File: config.mk
export PLATFORM = sky130hd
export DESIGN_NAME = alu_issue_ctrl_flat
export DESIGN_NICKNAME = d
export VERILOG_FILES = /design/src/rtl/alu_issue_ctrl_if.sv /design/src/rtl/alu_issue_ctrl.sv /design/src/flat_wrapper.sv
export SDC_FILE = /design/constraint.sdc
export NUM_CORES = 2
export LEC_CHECK = 0
export ABC_AREA = 0
export BUFFER_PORTS_ARGS = -buffer_cell sky130_fd_sc_hd__buf_2
export CAP_MARGIN = 20
export CORE_ASPECT_RATIO = 0.9
export CORE_MARGIN = 2
export CORE_UTILIZATION = 35
export CTS_BUF_LIST = sky130_fd_sc_hd__clkbuf_4 sky130_fd_sc_hd__clkbuf_8
export CTS_CLUSTER_DIAMETER = 100
export DETAILED_ROUTE_END_ITERATION = 7
export GPL_ROUTABILITY_DRIVEN = 0
export PLACE_DENSITY = 0.6
export RECOVER_POWER = 50
export SYNTH_ARGS = -nofsm -noshare
export SYNTH_HDL_FRONTEND = slang
export SYNTH_SLANG_ARGS = --single-unit
File: constraint.sdc
create_clock -name clk -period 5.4 [get_ports clk]
set_input_delay 0.27 -clock clk [delete_from_list [all_inputs] [get_ports clk]]
set_output_delay 0.27 -clock clk [all_outputs]
set_load 0.01 [all_outputs]
File: src/rtl/alu_issue_ctrl_if.sv
// ----------------------------------------------------------------------------
// alu_issue_ctrl_if
// Groups the instruction handshake, the ALU drive/return bus and the
// completion report of alu_issue_ctrl into one bundle.
//   instr_valid/instr_ready/instr       instruction source handshake
//   alu_instruction/alu_rega/alu_regb   controller -> ALU
//   alu_result/alu_flags                ALU -> controller
//   done/done_result/done_flags/
//   branch_taken/ovf_trap/illegal       completion report
// The master modport is the controller side. The slave modport is the
// environment side, which holds the instruction source and the ALU.
// ----------------------------------------------------------------------------
interface alu_issue_ctrl_if;
    logic        instr_valid;
    logic        instr_ready;
    logic [31:0] instr;
    logic [31:0] alu_instruction;
    logic [31:0] alu_rega;
    logic [31:0] alu_regb;
    logic [31:0] alu_result;
    logic [2:0]  alu_flags;
    logic        done;
    logic [31:0] done_result;
    logic [2:0]  done_flags;
    logic        branch_taken;
    logic        ovf_trap;
    logic        illegal;

    modport master (
        input  instr_valid, instr, alu_result, alu_flags,
        output instr_ready, alu_instruction, alu_rega, alu_regb,
               done, done_result, done_flags, branch_taken, ovf_trap, illegal
    );

    modport slave (
        output instr_valid, instr, alu_result, alu_flags,
        input  instr_ready, alu_instruction, alu_rega, alu_regb,
               done, done_result, done_flags, branch_taken, ovf_trap, illegal
    );
endinterface

File: src/rtl/alu_issue_ctrl.sv
// ----------------------------------------------------------------------------
// alu_issue_ctrl
// This block is the issuing side of a combinational MIPS ALU. It works on one
// instruction at a time:
//   1. It accepts an instruction over a valid/ready handshake.
//   2. It reads rs and rt from an internal 32x32 register file.
//   3. It presents the instruction and both operands to the ALU.
//   4. After SETTLE_CYC cycles it captures the ALU result and flags.
//   5. It writes the result back and pulses done.
//
// Ports:
//   clk, rst_n          clock and asynchronous active-low reset
//   bus (master)        handshake, ALU drive/return, completion report
//   dbg_addr, dbg_data  combinational debug read of the register file
//
// Parameters:
//   NUM_REGS    register-file entries. Fixed at 32 because specifiers are
//               5 bits wide.
//   SETTLE_CYC  number of cycles the ALU inputs are held before capture (1..4)
// ----------------------------------------------------------------------------
module alu_issue_ctrl #(
    parameter int NUM_REGS   = 32,
    parameter int SETTLE_CYC = 1
) (
    input  logic                   clk,
    input  logic                   rst_n,
    alu_issue_ctrl_if.master       bus,
    input  logic [4:0]             dbg_addr,
    output logic [31:0]            dbg_data
);

    typedef enum logic [1:0] {
        IDLE      = 2'd0,
        ISSUE     = 2'd1,
        CAPTURE   = 2'd2,
        WRITEBACK = 2'd3
    } state_t;

    localparam logic [2:0] SETTLE_LAST = 3'(SETTLE_CYC - 1);

    localparam logic [5:0] OP_RTYPE = 6'h00;
    localparam logic [5:0] OP_BEQ   = 6'h04;
    localparam logic [5:0] OP_BNE   = 6'h05;

    state_t      state;
    state_t      state_next;
    logic [2:0]  settle_cnt;
    logic        accept;

    logic [31:0] rf [NUM_REGS];

    // Only the instruction fields the controller decodes are latched.
    // The ALU gets the full word through alu_instruction.
    logic [5:0]  op_q;
    logic [5:0]  fn_q;
    logic [4:0]  rt_q;
    logic [4:0]  rd_q;

    logic        wb_en_q;
    logic [4:0]  wb_dest_q;

    logic [4:0]  dec_dest;
    logic        dec_write_alu;
    logic        dec_slt;
    logic        dec_trap;
    logic        dec_beq;
    logic        dec_bne;
    logic        dec_illegal;

    logic [31:0] cap_val;
    logic        cap_wr;
    logic        cap_taken;
    logic        cap_ovf;

    assign accept          = bus.instr_valid && bus.instr_ready;
    assign bus.instr_ready = (state == IDLE);

    // r0 is never written. It is also masked on read so that it always reads 0.
    function automatic logic [31:0] read_reg(input logic [4:0] addr);
        return (addr == 5'd0) ? 32'd0 : rf[addr];
    endfunction

    assign dbg_data = read_reg(dbg_addr);

    // State register and settle counter.
    // The counter restarts on every accept and advances only while in ISSUE.
    always_ff @(posedge clk or negedge rst_n) begin
        if (!rst_n) begin
            state      <= IDLE;
            settle_cnt <= '0;
        end else begin
            state <= state_next;
            if (accept) begin
                settle_cnt <= '0;
            end else if (state == ISSUE) begin
                settle_cnt <= settle_cnt + 3'd1;
            end
        end
    end

    // Next-state logic. Each state after ISSUE lasts exactly one cycle.
    always_comb begin
        state_next = state;
        case (state)
            IDLE:      if (accept) state_next = ISSUE;
            ISSUE:     if (settle_cnt == SETTLE_LAST) state_next = CAPTURE;
            CAPTURE:   state_next = WRITEBACK;
            WRITEBACK: state_next = IDLE;
            default:   state_next = IDLE;
        endcase
    end

    // Latch the instruction and drive the ALU on the accept edge.
    // The operands come from the register file, which already holds the
    // previous instruction's writeback at this point.
    // bne is presented to the ALU as beq (opcode 000100); its outcome is
    // inverted at capture instead.
    always_ff @(posedge clk or negedge rst_n) begin
        if (!rst_n) begin
            op_q                <= '0;
            fn_q                <= '0;
            rt_q                <= '0;
            rd_q                <= '0;
            bus.alu_instruction <= '0;
            bus.alu_rega        <= '0;
            bus.alu_regb        <= '0;
        end else if (accept) begin
            op_q         <= bus.instr[31:26];
            fn_q         <= bus.instr[5:0];
            rt_q         <= bus.instr[20:16];
            rd_q         <= bus.instr[15:11];
            bus.alu_rega <= read_reg(bus.instr[25:21]);
            bus.alu_regb <= read_reg(bus.instr[20:16]);
            if (bus.instr[31:26] == OP_BNE) begin
                bus.alu_instruction <= {OP_BEQ, bus.instr[25:0]};
            end else begin
                bus.alu_instruction <= bus.instr;
            end
        end
    end

    // Decode the instruction class and the destination register.
    // R-type instructions write rd; I-type instructions write rt.
    always_comb begin
        dec_dest      = rt_q;
        dec_write_alu = 1'b0;
        dec_slt       = 1'b0;
        dec_trap      = 1'b0;
        dec_beq       = 1'b0;
        dec_bne       = 1'b0;
        dec_illegal   = 1'b0;
        case (op_q)
            OP_RTYPE: begin
                dec_dest = rd_q;
                case (fn_q)
                    6'h20, 6'h22: begin
                        dec_write_alu = 1'b1;
                        dec_trap      = 1'b1;
                    end
                    6'h21, 6'h23, 6'h24, 6'h25, 6'h26, 6'h27,
                    6'h00, 6'h02, 6'h03, 6'h04, 6'h06, 6'h07:
                        dec_write_alu = 1'b1;
                    6'h2A, 6'h2B:
                        dec_slt = 1'b1;
                    default:
                        dec_illegal = 1'b1;
                endcase
            end
            6'h08: begin
                dec_write_alu = 1'b1;
                dec_trap      = 1'b1;
            end
            6'h09, 6'h0C, 6'h0D, 6'h0E: dec_write_alu = 1'b1;
            6'h0A, 6'h0B:               dec_slt       = 1'b1;
            OP_BEQ:                     dec_beq       = 1'b1;
            OP_BNE:                     dec_bne       = 1'b1;
            // lw/sw report the effective address and write nothing back.
            6'h23, 6'h2B:               ;
            default:                    dec_illegal   = 1'b1;
        endcase
    end

    // Map the live ALU return onto what will be reported and written back.
    // An overflowing add, sub or addi still reports the raw sum, but it does
    // not write it back.
    always_comb begin
        cap_val   = bus.alu_result;
        cap_wr    = 1'b0;
        cap_taken = 1'b0;
        cap_ovf   = 1'b0;
        if (dec_illegal) begin
            cap_wr = 1'b0;
        end else if (dec_slt) begin
            cap_val = {31'd0, bus.alu_flags[1]};
            cap_wr  = 1'b1;
        end else if (dec_write_alu) begin
            if (dec_trap && bus.alu_flags[2]) begin
                cap_ovf = 1'b1;
            end else begin
                cap_wr = 1'b1;
            end
        end else if (dec_beq) begin
            cap_taken = bus.alu_flags[0];
        end else if (dec_bne) begin
            cap_taken = ~bus.alu_flags[0];
        end
    end

    // Register the completion report on the edge that leaves CAPTURE, so
    // that it is valid during WRITEBACK.
    // The status bits are single-cycle pulses alongside done.
    // done_result and done_flags hold their values until the next done.
    always_ff @(posedge clk or negedge rst_n) begin
        if (!rst_n) begin
            bus.done         <= 1'b0;
            bus.done_result  <= '0;
            bus.done_flags   <= '0;
            bus.branch_taken <= 1'b0;
            bus.ovf_trap     <= 1'b0;
            bus.illegal      <= 1'b0;
            wb_en_q          <= 1'b0;
            wb_dest_q        <= '0;
        end else if (state == CAPTURE) begin
            bus.done         <= 1'b1;
            bus.done_result  <= cap_val;
            bus.done_flags   <= bus.alu_flags;
            bus.branch_taken <= cap_taken;
            bus.ovf_trap     <= cap_ovf;
            bus.illegal      <= dec_illegal;
            wb_en_q          <= cap_wr && (dec_dest != 5'd0);
            wb_dest_q        <= dec_dest;
        end else begin
            bus.done         <= 1'b0;
            bus.branch_taken <= 1'b0;
            bus.ovf_trap     <= 1'b0;
            bus.illegal      <= 1'b0;
            wb_en_q          <= 1'b0;
        end
    end

    // Register file.
    // The write happens on the edge that leaves WRITEBACK.
    // A reset that arrives mid-instruction clears the file before any write
    // can occur.
    always_ff @(posedge clk or negedge rst_n) begin
        if (!rst_n) begin
            for (int i = 0; i < NUM_REGS; i++) begin
                rf[i] <= '0;
            end
        end else if ((state == WRITEBACK) && wb_en_q) begin
            rf[wb_dest_q] <= bus.done_result;
        end
    end

endmodule

File: src/flat_wrapper.sv
// flat-port wrapper written by rule: the top's interface ports become plain ports
module alu_issue_ctrl_flat 
#(
    parameter int NUM_REGS   = 32,
    parameter int SETTLE_CYC = 1
)
  (clk, rst_n, dbg_addr, dbg_data, bus_instr_valid, bus_instr, bus_alu_result, bus_alu_flags, bus_instr_ready, bus_alu_instruction, bus_alu_rega, bus_alu_regb, bus_done, bus_done_result, bus_done_flags, bus_branch_taken, bus_ovf_trap, bus_illegal);
  alu_issue_ctrl_if bus_i ();
  input  logic clk;
  input  logic rst_n;
  input  logic [4:0] dbg_addr;
  output logic [31:0] dbg_data;
  input wire logic [$bits(bus_i.instr_valid)-1:0] bus_instr_valid;
  input wire logic [$bits(bus_i.instr)-1:0] bus_instr;
  input wire logic [$bits(bus_i.alu_result)-1:0] bus_alu_result;
  input wire logic [$bits(bus_i.alu_flags)-1:0] bus_alu_flags;
  output wire logic [$bits(bus_i.instr_ready)-1:0] bus_instr_ready;
  output wire logic [$bits(bus_i.alu_instruction)-1:0] bus_alu_instruction;
  output wire logic [$bits(bus_i.alu_rega)-1:0] bus_alu_rega;
  output wire logic [$bits(bus_i.alu_regb)-1:0] bus_alu_regb;
  output wire logic [$bits(bus_i.done)-1:0] bus_done;
  output wire logic [$bits(bus_i.done_result)-1:0] bus_done_result;
  output wire logic [$bits(bus_i.done_flags)-1:0] bus_done_flags;
  output wire logic [$bits(bus_i.branch_taken)-1:0] bus_branch_taken;
  output wire logic [$bits(bus_i.ovf_trap)-1:0] bus_ovf_trap;
  output wire logic [$bits(bus_i.illegal)-1:0] bus_illegal;
  assign bus_i.instr_valid = bus_instr_valid;
  assign bus_i.instr = bus_instr;
  assign bus_i.alu_result = bus_alu_result;
  assign bus_i.alu_flags = bus_alu_flags;
  assign bus_instr_ready = bus_i.instr_ready;
  assign bus_alu_instruction = bus_i.alu_instruction;
  assign bus_alu_rega = bus_i.alu_rega;
  assign bus_alu_regb = bus_i.alu_regb;
  assign bus_done = bus_i.done;
  assign bus_done_result = bus_i.done_result;
  assign bus_done_flags = bus_i.done_flags;
  assign bus_branch_taken = bus_i.branch_taken;
  assign bus_ovf_trap = bus_i.ovf_trap;
  assign bus_illegal = bus_i.illegal;
  alu_issue_ctrl #(.NUM_REGS(NUM_REGS), .SETTLE_CYC(SETTLE_CYC)) u_core (.clk(clk), .rst_n(rst_n), .bus(bus_i), .dbg_addr(dbg_addr), .dbg_data(dbg_data));
endmodule
; Yosys cells after proc, flatten, opt, wreduce, memory -nomap -nowiden
; Index checks and enable logic that the tools add are counted.
; W data, S select, Z words.
[op_classes]
n_eq_ne = 32
n_lt_le_gt_ge = 5
n_bitwise = 5
n_addsub = 1
muxes = 52
n_reduce_logical = 22
[op_table]
columns = operator, count
row1 = $bwmux W1024, 1
row2 = $bmux W32 S5, 3
row3 = $mux W32, 13
row4 = $demux W32 S5, 1
row5 = $eq A6 B6 Y1 const B, 12
row6 = $eq A6 B4 Y1 const B, 7
row7 = $eq A6 B3 Y1 const B, 6
row8 = $ge A6 B6 Y1 const B, 4
row9 = $mux W1, 24
row10 = $not A5 Y6, 4
row11 = $reduce_or A16 Y1, 1
row12 = $logic_not A5 Y1, 3
row13 = $reduce_or A14 Y1, 1
row14 = $eq A6 B2 Y1 const B, 2
row15 = $logic_not A6 Y1, 2
row16 = $reduce_or A11 Y1, 1
row17 = $pmux W1 S2, 4
row18 = $pmux W2 S4, 1
row19 = $lt A6 B1 Y1 const B, 1
row20 = $mux W3, 2
row21 = $reduce_or A2 Y1, 3
row22 = $logic_and A1 B1 Y1, 5
row23 = $mux W5, 1
row24 = $reduce_bool A5 Y1, 1
row25 = other kinds (11), 14
[word_totals]
regBits = 1192
wordCells = 166
input_bits = 75
out_inout_bits = 168

; Logic depth before layout (Yosys ltp)
[logic_depth]
depth_word = 11
depth_mapped = 9
mapped_depth_nobuf = 6

; Worst setup path before layout
; No wires, ideal clock.
[synth_path]
path_kind = input port to output port
start = input port dbg_addr[0]
end = output port dbg_data[11]
cell_stages = 7
slack_ns = 3.006
t_arrival_ns = 2.124
n_path_buf = 3
t_required_ns = 5.130
cell_sequence = buf_2 buf_2 buf_2 mux4_2 mux4_2 nand2_1 o21ai_0
[synth_between]
elab_chain_cells = 5
elab_cells_between_ends = 6
cone_classes = mux: 4 / bitwise: 1 / reduce/logical: 1
[synth_rtl]
columns = item, line_no
row1 = from (decl), flat_wrapper.sv:11  ; input logic [4:0] dbg_addr;
row2 = $not A5 Y6 (not written as such), alu_issue_ctrl.sv:80  ; return (addr == 5'd0) ? 32'd0 : rf[addr];
row3 = $bmux W32 S5, alu_issue_ctrl.sv:80
row4 = $mux W32 (not written as such) (2 in series), alu_issue_ctrl.sv:80
row5 = $mux W32 (*), alu_issue_ctrl.sv:80
row6 = to (decl), flat_wrapper.sv:12  ; output logic [31:0] dbg_data;
; Every way passes the cells marked *; elsewhere a longest branch is shown, timed or not. The select of a mux whose other input is x is not followed.

==> reports/summary.md <==
The first detailed-routing pass took 5 iterations. In this run the worst path has a maximum fanout of 116. The tools report the clock insertion delay at the later pin of the skew report as 0.94 ns. The worst hold path belongs to the class input pin to register. The level count of the clock H-tree was 4. The endpoint identified for the worst register-to-register timing path is u_core.bus.done_result[9]. The total power per unit cell area came out at 319.9 nW/um^2. The worst setup path is captured at an async pin.

In the final layout, the multi-input gates occupy 36160 sq um. The biggest cell delay along the critical path was 2.13 ns. In this run, synthesis produced a sequential element count of 1176. The run finished, with violations left. TritonCTS built the clock tree. The first global-routing pass estimated 367500 microns of wire. Yosys mapped the design onto 56 distinct sky130hd cell types. The logs give 0 for the final-report hold violation count and 7 for the initial antenna violation count. The smallest clock period supported by the final layout is computed as 3.858 ns. For the worst setup path, the data required time is 5.76 ns.

Once detail routing completed, the nets flagged for antenna violations numbered 0. For the number of global-route vias before repair, the log shows 49560. The completed layout was analyzed and its total power is 24.69 mW. The peak clock frequency supported by timing is 0.2592 GHz.

The final layout contains 5139 nets. The measured slew at the worst slew-check pin came out at 3.052 ns. Die area: 197000 sq um. For the worst max-slew margin expressed relative to the limit, the log shows -1.035. The area of all sequential standard cells is 29430 sq um, and the vias per cell is 6.323. The number of primary I/O pins is 243. The cell area that synthesis handed to floorplanning was 67730 sq um. After clock tree synthesis, the clock-pin slew on the worst setup and hold paths is 0.06 ns. From synthesis to final layout, the design area changed by 13.97%.

The instance area after placement came out at 71750 sq um. The run gives 0.2573 as the global router's overall resource usage. The initial core utilization was 0.3513. The checks that failed: max-capacitance violations, max-slew violations. The share of flip-flops with an asynchronous set or reset after synthesis works out to 1.000. Among all flip-flop cells after synthesis, the most frequent one is dfrtp_1. Yosys attributes the largest share of cell area to dfrtp_1, mux4_2, mux2_2.

Data arrives at the worst endpoint at 4.22 ns. In the routed design, unresolved DRC markers number 0. The run gives 7307 as the cell count after placement.

Of all cell types, the one taking the most synthesized area is dfrtp_1. Measured along the x axis, the die boundary spans 467.7 microns. After global routing the overflow that remains totals 0. The sequential share of the synthesized area was 0.4345. The logs give 148400 microns for the half-perimeter wire length after detailed placement and 693 for the number of max-slew violations in the final report.

The number of nets handed over by synthesis was 4999. During placement, the flow inserted port buffers numbering 242. The startpoint identified for the worst register-to-register timing path is u_core.state[0]. The cell row count was 153; the number of buffers and inverters on the critical path was 4.

The maximum clock path buffer count came out at 3. The worst hold path startpoint was bus_instr[25]. The routed design has 256500 microns of wire. The run gives 0.03516 ns as the maximum clock skew at final layout. On the critical path the largest part of the delay comes from buffers and inverters. The height of the die was 421.3 microns. The portion of synthesized cell area occupied by the leading cell type works out to 0.4345.

The summed area of non-filler cells in the final layout is 77190 sq um. The layout has 17910 filler cells. The run gives 9 as the number of maximum-capacitance constraint violations. For flop-to-flop paths, the worst setup slack is 1.83 ns. The clock tree root buffer cell is clkbuf_8.

The routed layout has 49210 vias. Along the worst hold path, the cell count comes to 4. The leakage power is 34.23 nW.

The fraction of final layout cells with drive strength greater than 1 was 0.4261; the number of cell instances on the worst register-to-register path was 5. The worst hold slack across all endpoints came out at 0.08582 ns. The run gives 157 as the largest net degree at the start of global routing. The total of endpoints with negative setup slack in the final report was 0. The critical path is of the input pin to async pin type.

For the end-of-flow core utilization, the log shows 0.4004. Post-route clock period utilization: 0.7144. In the final timing run, aggregate negative setup slack is 0 ns. In this run, synthesis inferred 0 flip-flops with an integrated enable. OpenSTA, run right after detailed placement, puts the worst setup slack at 1.979 ns.

The count of placed standard cells in the final layout, fillers left out is 7782, and the synthesized area per cell is 13.77 sq um. The worst hold endpoint is u_core.bus.alu_instruction[25]. Setup slack closes at 1.542 ns. For the number of sinks driven by the clock tree, the log shows 1176.

The run gives 205 as the number of buffers created by CTS. Setup repair after global routing left no endpoint under its margin. The slowest stage of the critical path belongs to the cell clkbuf_2.

In this design, the critical path's most frequently occurring cell is dlygate4sd3_1. Traced cell by cell, the critical path runs through dlygate4sd3_1, dlygate4sd3_1, buf_12, clkbuf_2. The total core area came out at 192800 sq um. Dividing the detail-routed wire length by the instance count gives 32.96 microns. The logs give 0 for the number of synthesis warnings and 5923 for the number of violations reported at the end of detailed-routing iteration 0. For the maximum VDD drop, the log shows 0.2820 mV.

The element type at the critical path start is an input pin. The logs give 4918 for the synthesized netlist cell count and 0 for the number of setup buffers added after CTS.
==> layer usage <==
| metal | track usage | vias up | share of wire |
|---|---|---|---|
| met5 | 0 | - | 0.000043 |
| met4 | 0.1316 | 2 | 0.055 |
| met3 | 0.05749 | 668 | 0.087 |
| met2 | 0.4001 | 2778 | 0.46 |
| met1 | 0.3369 | 26250 | 0.39 |
| li1 | - | 19510 | - |
==> kinds of logic (layout without fill, tap and decap cells) <==
| group | after synthesis | count (layout) | share of synthesized area |
|---|---|---|---|
| AND/OR/NAND/NOR | 467 | 467 | 0.02967 |
| adder cells (fa/ha/maj) | 6 | 6 | 0.001108 |
| multiplexers | 1932 | 1932 | 0.4212 |
| flip-flops | 1176 | 1176 | 0.4345 |
| buffers and inverters | 610 | 914 | 0.03699 |
| other | 0 | 3 | 0 |
| AO/OA/AOI/OAI | 724 | 724 | 0.07615 |
| XOR/XNOR | 3 | 3 | 0.0003880 |
==> how the worst max path moves through the flow <==
stage	to	from	slack, ns	cells past startpoint
6_report	u_core.rf[852]	rst_n	1.54	4
5_1_grt	u_core.rf[883]	rst_n	0.98	4
4_1_cts	dbg_data[30]	u_core.rf[62]	1.90	5
3_5_place_dp	dbg_data[14]	dbg_addr[1]	1.98	7
3_3_place_gp	u_core.bus.alu_regb[7]	bus_instr[16]	1.95	6
2_1_floorplan	dbg_data[11]	dbg_addr[0]	3.01	7
==> timing repair <==
| action | CTS | global route |
|---|---|---|
| hold endpoints to repair | 282 | 0 |
| gates resized for setup | 0 | 0 |
| hold buffers | 93 | 0 |
==> area by class of cell <==
cell class,count,area share
clock buffers,322,0.05272
flip-flops and latches,1176,0.3813
clock inverters,49,0.005917
multi-input cells,3132,0.4685
diodes,3,0.00009726
repair buffers,472,0.04657
inverters,71,0.003453
well taps,2557,0.04145
==> worst reg2reg max path, delay by kind of cell, from the launching register on <==
kind,cells,cell delay [ns]
adders and majority gates,1,1.67
AOI/OAI and AO/OA,1,0.17
buffers and inverters,2,0.91
and+or+nand+nor,1,0.33
DFF,1,0.41
==> report_power, final <==
| part | switching (mW) | internal (mW) |
|---|---|---|
| registers | 1.42 | 9.47 |
| clock network | 4.00 | 5.07 |
| logic | 3.05 | 1.68 |
==> synthesized netlist by cell type (40+ instances only) <==
cell type / count
clkbuf_1: 357
nand2_1: 345
mux4_2: 644
a21oi_1: 41
inv_1: 71
o21ai_0: 161
mux2_2: 890
nor2b_1: 40
a211oi_1: 64
o22ai_1: 126
buf_2: 109
buf_1: 52
a221oi_1: 62
a22o_1: 126
mux2i_1: 385
dfrtp_1: 1176
==> placed cells by master (no fill, tap or decap), drive strengths merged, types with 6 or more instances in the layout <==
cell / Yosys / final
bufinv: 0 / 6
a2111oi: 33 / 33
and2: 7 / 7
a21oi: 41 / 41
mux2i: 385 / 385
a211oi: 64 / 64
o21ai: 162 / 162
clkinv: 0 / 31
o22ai: 126 / 126
a22o: 126 / 126
a22oi: 33 / 33
a221oi: 62 / 62
dlygate4sd3: 0 / 92
dfrtp: 1176 / 1176
mux4: 644 / 644
nand2: 345 / 345
nand3b: 7 / 7
inv: 71 / 76
clkbuf: 357 / 443
ha: 6 / 6
o41ai: 32 / 32
buf: 182 / 259
mux2: 903 / 903
nor2b: 40 / 40
o221ai: 32 / 32
nor3: 6 / 6
nor2: 38 / 38
clkinvlp: 0 / 7
==> flip-flops by register name (all words and copies together) (netlist names) <==
register and cells:
u_core.wb_dest_q 5, u_core.bus.branch_taken 1, u_core.state 2, u_core.rt_q 4, u_core.bus.done 1, u_core.bus.done_result 32
u_core.rf 1024, u_core.bus.illegal 1, u_core.wb_en_q 1, u_core.bus.alu_regb 32, u_core.fn_q 5, u_core.settle_cnt 3
u_core.bus.ovf_trap 1, u_core.bus.alu_rega 32, u_core.bus.alu_instruction 19, u_core.rd_q 4, u_core.op_q 6, u_core.bus.done_flags 3
(Power assumes the default switching activity.)
